`src/rtl/bp_common_pkg.sv`:
```
// Shared types for the PMA arbiter: processor config record, FSM states and
// the per-lookup attribute pair.
package bp_common_pkg;

   typedef enum logic [0:0] {
      e_bp_default_cfg
   } bp_params_e;

   typedef struct packed {
      int          ptag_width;
      int          hio_width;
      logic [63:0] dram_base_addr;
      int          page_offset_width;
   } bp_proc_param_s;

   localparam bp_proc_param_s bp_default_cfg_p = '{
      ptag_width:        28,
      hio_width:         4,
      dram_base_addr:    64'h0000_0000_8000_0000,
      page_offset_width: 12
   };

   function automatic bp_proc_param_s bp_get_cfg(bp_params_e cfg);
      case (cfg)
         e_bp_default_cfg: return bp_default_cfg_p;
         default:          return bp_default_cfg_p;
      endcase
   endfunction

   typedef enum logic [1:0] {
      e_run,
      e_drain,
      e_update
   } bp_pma_arb_state_e;

   typedef struct packed {
      logic uncached;
      logic nonidem;
   } bp_pma_attr_s;

endpackage

```
`src/rtl/bp_pma.sv`:
```
// Combinational physical-memory-attribute classifier: local (below DRAM) and
// IO (nonzero high bits) regions, overridden by the global mode bits.
module bp_pma
   import bp_common_pkg::*;
#(
   parameter bp_params_e bp_params_p = e_bp_default_cfg,
   localparam bp_proc_param_s cfg_lp = bp_get_cfg(bp_params_p),
   localparam int ptag_width_p = cfg_lp.ptag_width,
   localparam int hio_width_p = cfg_lp.hio_width
)(
   input  logic [ptag_width_p-1:0] ptag_i,
   input  logic                    uncached_mode_i,
   input  logic                    nonspec_mode_i,
   output logic                    uncached_o,
   output logic                    nonidem_o
);

   localparam logic [63:0] local_limit_full_lp = cfg_lp.dram_base_addr >> cfg_lp.page_offset_width;
   localparam logic [ptag_width_p-1:0] local_limit_lp = local_limit_full_lp[ptag_width_p-1:0];

   logic         is_local;
   logic         is_io;
   bp_pma_attr_s attr;

   assign is_local = (ptag_i < local_limit_lp);
   assign is_io    = |ptag_i[ptag_width_p-1 -: hio_width_p];

   assign attr.uncached = is_local | is_io | uncached_mode_i;
   assign attr.nonidem  = is_io | uncached_mode_i | nonspec_mode_i;

   assign uncached_o = attr.uncached;
   assign nonidem_o  = attr.nonidem;

endmodule

```
`src/rtl/bp_pma_arbiter.sv`:
```
// Round-robin sharing of one PMA classifier among requesters, with one-entry
// response slots and drain-then-update handling of the mode registers.
module bp_pma_arbiter
   import bp_common_pkg::*;
#(
   parameter bp_params_e bp_params_p = e_bp_default_cfg,
   parameter int num_req_p = 2,
   localparam bp_proc_param_s cfg_lp = bp_get_cfg(bp_params_p),
   localparam int ptag_width_p = cfg_lp.ptag_width
)(
   input  logic                              clk_i,
   input  logic                              reset_n_i,
   input  logic                              cfg_v_i,
   input  logic                              cfg_uncached_mode_i,
   input  logic                              cfg_nonspec_mode_i,
   output logic                              cfg_ready_o,
   output logic                              uncached_mode_o,
   output logic                              nonspec_mode_o,
   input  logic [num_req_p-1:0]              req_v_i,
   input  logic [num_req_p*ptag_width_p-1:0] req_ptag_i,
   output logic [num_req_p-1:0]              req_ready_o,
   output logic [num_req_p-1:0]              resp_v_o,
   output logic [num_req_p-1:0]              resp_uncached_o,
   output logic [num_req_p-1:0]              resp_nonidem_o,
   input  logic [num_req_p-1:0]              resp_yumi_i
);

   localparam int idx_w_lp = (num_req_p > 1) ? $clog2(num_req_p) : 1;

   bp_pma_arb_state_e       state_r;
   logic [idx_w_lp-1:0]     rr_ptr_r;
   logic                    pend_uncached_r, pend_nonspec_r;
   logic                    uncached_mode_r, nonspec_mode_r;

   logic [num_req_p-1:0]    slot_v;
   logic [num_req_p-1:0]    eligible;
   logic [ptag_width_p-1:0] ptag_arr [num_req_p];
   logic [ptag_width_p-1:0] grant_ptag;
   logic [idx_w_lp-1:0]     grant_idx;
   logic                    grant_found;
   logic                    grant_v;
   logic                    cfg_accept;
   logic                    all_empty_next;
   bp_pma_attr_s            grant_attr;

   genvar gi;
   generate
      for (gi = 0; gi < num_req_p; gi++) begin : g_req
         assign ptag_arr[gi] = req_ptag_i[gi*ptag_width_p +: ptag_width_p];
         // A slot can take a new lookup in the same cycle its consumer pops it.
         assign eligible[gi] = req_v_i[gi] & (~slot_v[gi] | resp_yumi_i[gi]);
      end
   endgenerate

   always_comb begin
      logic [idx_w_lp-1:0] cand;
      grant_found = 1'b0;
      grant_idx   = '0;
      cand        = '0;
      for (int k = 0; k < num_req_p; k++) begin
         cand = idx_w_lp'((int'(rr_ptr_r) + k) % num_req_p);
         if (!grant_found && eligible[cand]) begin
            grant_found = 1'b1;
            grant_idx   = cand;
         end
      end
   end

   assign grant_v     = (state_r == e_run) & grant_found;
   assign req_ready_o = grant_v ? (num_req_p'(1) << grant_idx) : '0;
   assign grant_ptag  = ptag_arr[grant_idx];

   bp_pma #(
      .bp_params_p(bp_params_p)
   ) pma (
      .ptag_i         (grant_ptag),
      .uncached_mode_i(uncached_mode_r),
      .nonspec_mode_i (nonspec_mode_r),
      .uncached_o     (grant_attr.uncached),
      .nonidem_o      (grant_attr.nonidem)
   );

   generate
      for (gi = 0; gi < num_req_p; gi++) begin : g_slot
         logic         v_r;
         bp_pma_attr_s attr_r;
         logic         accept;

         assign accept = grant_v & (grant_idx == idx_w_lp'(gi));

         always_ff @(posedge clk_i or negedge reset_n_i) begin
            if (!reset_n_i) begin
               v_r    <= 1'b0;
               attr_r <= '0;
            end else if (accept) begin
               v_r    <= 1'b1;
               attr_r <= grant_attr;
            end else if (resp_yumi_i[gi]) begin
               v_r    <= 1'b0;
            end
         end

         assign slot_v[gi]          = v_r;
         assign resp_v_o[gi]        = v_r;
         assign resp_uncached_o[gi] = attr_r.uncached;
         assign resp_nonidem_o[gi]  = attr_r.nonidem;
      end
   endgenerate

   assign cfg_accept     = cfg_v_i & (state_r == e_run);
   assign all_empty_next = ~|(slot_v & ~resp_yumi_i);

   always_ff @(posedge clk_i or negedge reset_n_i) begin
      if (!reset_n_i) begin
         state_r         <= e_run;
         rr_ptr_r        <= '0;
         pend_uncached_r <= 1'b0;
         pend_nonspec_r  <= 1'b0;
         uncached_mode_r <= 1'b0;
         nonspec_mode_r  <= 1'b0;
      end else begin
         if (grant_v)
            rr_ptr_r <= (grant_idx == idx_w_lp'(num_req_p-1)) ? '0 : grant_idx + 1'b1;
         case (state_r)
            e_run: begin
               if (cfg_accept) begin
                  pend_uncached_r <= cfg_uncached_mode_i;
                  pend_nonspec_r  <= cfg_nonspec_mode_i;
                  state_r         <= e_drain;
               end
            end
            e_drain: begin
               if (all_empty_next)
                  state_r <= e_update;
            end
            e_update: begin
               uncached_mode_r <= pend_uncached_r;
               nonspec_mode_r  <= pend_nonspec_r;
               state_r         <= e_run;
            end
            default: state_r <= e_run;
         endcase
      end
   end

   assign cfg_ready_o     = (state_r == e_run);
   assign uncached_mode_o = uncached_mode_r;
   assign nonspec_mode_o  = nonspec_mode_r;

endmodule

```
`config.mk`:
```
export PLATFORM = sky130hd
export DESIGN_NAME = bp_pma_arbiter
export DESIGN_NICKNAME = d
export VERILOG_FILES = /design/src/rtl/bp_common_pkg.sv /design/src/rtl/bp_pma.sv /design/src/rtl/bp_pma_arbiter.sv
export SDC_FILE = /design/constraint.sdc
export NUM_CORES = 1
export LEC_CHECK = 0
export CAP_MARGIN = 20
export CORE_ASPECT_RATIO = 0.5
export CORE_MARGIN = 2
export CORE_UTILIZATION = 25
export CTS_BUF_LIST = sky130_fd_sc_hd__clkbuf_2
export DETAILED_ROUTE_END_ITERATION = 12
export GPL_ROUTABILITY_DRIVEN = 1
export PLACE_DENSITY = 0.62
export SETUP_SLACK_MARGIN = 0.05
export SLEW_MARGIN = 0
export SYNTH_ARGS = -nofsm -noshare
export SYNTH_HDL_FRONTEND = slang
export SYNTH_HIERARCHICAL = 1
export SYNTH_SLANG_ARGS = --single-unit
export TNS_END_PERCENT = 100
```
`constraint.sdc`:
```
create_clock -name clk_i -period 4.25 [get_ports clk_i]
set_input_delay 0.85 -clock clk_i [delete_from_list [all_inputs] [get_ports clk_i]]
set_output_delay 0.85 -clock clk_i [all_outputs]
set_load 0.02 [all_outputs]
```
==> flow_metrics.env <==
export IMPL_outcome="complete, no violations"
export IMPL_track_usage_pct=10.0
export IMPL_drc_errors=0
export IMPL_ant_nets=0
export IMPL_endpoint_kind="output pin"
export IMPL_num_rows=13
export IMPL_port_buffers=37
export IMPL_drtIter0Drc=20
export IMPL_hp_class="reg2reg"
export IMPL_r2r_slack_ps=1710
export IMPL_grt_overflow=0
export IMPL_fill_cells=255
export IMPL_yosysWarningCount=6
export IMPL_die_h_um=42.8
export IMPL_cp_required_ps=3400
export IMPL_rr_worst_depth=7
export IMPL_syn_area_um2=752
export IMPL_cts_buffers=3
export IMPL_first_pass_iters=4
export IMPL_grt_first_pass_wirelength_um=2620
export IMPL_antenna_found_initial=0
export IMPL_fin_setup_tns_ps=0
export IMPL_via_per_inst=4.40
export IMPL_clk_path_buf_depth=2
export IMPL_wl_per_cell_um=11.6
export IMPL_ir_drop_mv=0.202
export IMPL_min_to="state_r[0]$_DFFE_PN0P_"
export IMPL_syn_inst=61
export IMPL_rsz0062_at_grt="no"
export IMPL_core_area_um2=2720
export IMPL_fmax_mhz=303
export IMPL_syn_avg_cell_area_um2=12.3
export IMPL_r2r_end="resp_nonidem_o[0]$_DFFE_PN0P_"
export IMPL_clk_pin_slew_ps=110
export IMPL_drv_cap=0
export IMPL_worstHoldPathCells=1
export IMPL_p_per_area_nw_per_um2=515
export IMPL_io_pins=76
export IMPL_finalPower_uw=589
export IMPL_drt_wl_total_um=1560
export IMPL_holdBufCountCts=0
export IMPL_period_needed_ps=3300
export IMPL_cts_tree="built"
export IMPL_grt_max_degree=14
export IMPL_highest_layer="met4"
export IMPL_cts_sinks=13
export IMPL_hold_violations=0
export IMPL_place_hpwl_um=1300
export IMPL_layout_nets=163
export IMPL_vias=589
export IMPL_syn_to_final_growth_pct=52.1
export IMPL_fin_hold_ws_ps=501
export IMPL_grt_pass1_vias=565
export IMPL_ctsResizeCount=0
export IMPL_p_leak_nw=0.456
export IMPL_die_w_um=81.6
export IMPL_fin_area_um2=1140
export IMPL_path_max_fanout=5
export IMPL_initial_core_util_pct=27.7
export IMPL_start_kind="primary input"
export IMPL_worst_pin_slew_ps=561
export IMPL_route_met2_wl_um=748
export IMPL_fin_skew_ps=5.05
export IMPL_met3_wirelength_um=68
export IMPL_setup_viol=0
export IMPL_r2r_start="g_slot[0].v_r$_DFFE_PN0P_"
export IMPL_post_dp_cell_area_um2=1120
export IMPL_slew_viol_final=0
export IMPL_hp_start="state_r[1]$_DFFE_PN0P_"
export IMPL_worstPathArrival_ps=2450
export IMPL_met1Wirelength_um=715
export IMPL_path_class="in2out"
export IMPL_routabilityCongestion=0.657
export IMPL_antenna_cells=0
export IMPL_die_area_um2=3490
export IMPL_drive_gt1_share_pct=28.9
export IMPL_postCtsSetupRepairBufs=0
export IMPL_clock_root_buffer="clkbuf_2"
export IMPL_synth_nets=126
export IMPL_post_route_period_util_pct=77.6
export IMPL_htree_levels=1
export IMPL_maxSlewHeadroom_pct=62.5
export IMPL_insertion_delay_ps=270
[final cells by class]
type,count,area (um2),share of cell area [%]
clock buffers,4,20.0,1.75
inverters,2,7.51,0.656
repair buffers,37,370,32.4
well taps,37,46.3,4.05
flip-flops and latches,13,325,28.4
multi-input cells,41,374,32.7
[worst max-delay path by stage]
stage,slack (ps),end,from,depth (start not counted)
floorplan,1310,resp_nonidem_o[1]$_DFFE_PN0P_,resp_yumi_i[1],8
global placement,720,resp_nonidem_o[1]$_DFFE_PN0P_,resp_yumi_i[0],8
detailed placement,760,resp_nonidem_o[1]$_DFFE_PN0P_,resp_yumi_i[0],8
CTS,940,req_ready_o[1],resp_yumi_i[1],6
global route,870,req_ready_o[1],resp_yumi_i[0],6
finish,950,req_ready_o[1],resp_yumi_i[1],6
[per-stage QoR]
stage	utilization (%)	setup slack, ps	cells
after floorplan	-	1310	61
after global placement	41.4	722	130
after detailed placement	41.4	756	130
after CTS	42.1	941	134
after global routing	42.1	869	134
final	42.1	950	134
[report_power, final]
part | leakage (nW) | switching [mW] | internal [mW]
Sequential | 0.145 | 0.0431 | 0.174
Combinational | 0.295 | 0.139 | 0.171
Clock | 0.0166 | 0.0376 | 0.0250
Total | 0.456 | 0.219 | 0.369
[layout by cell type, fill, tap and decap left out, types with 2 or more instances in the layout]
cell type / count
inv_1: 2
nand2_1: 3
clkbuf_2: 4
nor2_1: 2
mux2_2: 15
o211ai_1: 2
dfrtp_1: 13
mux2_4: 2
clkdlybuf4s50_1: 37
a31oi_1: 2
or4_1: 2
[state kept, by name (all words and copies together) (netlist names)]
signal,count
pend_nonspec_r,1
rr_ptr_r,1
resp_uncached_o,2
resp_nonidem_o,2
uncached_mode_o,1
g_slot.v_r,2
state_r,2
pend_uncached_r,1
nonspec_mode_o,1
[metal layers]
metal / vias up / GRT usage, %
met5: - / 0
met4: 0 / 4.07
met3: 2 / 3.19
met2: 12 / 15.6
met1: 283 / 12.9
li1: 292 / -
[critical path, cell delays in order]
cell             delay (ps)
clkdlybuf4s50_1         450
nand2b_2                150
and2_4                  180
o211ai_1                140
inv_1                    90
clkdlybuf4s50_1         600
(Power assumes the default switching activity.)
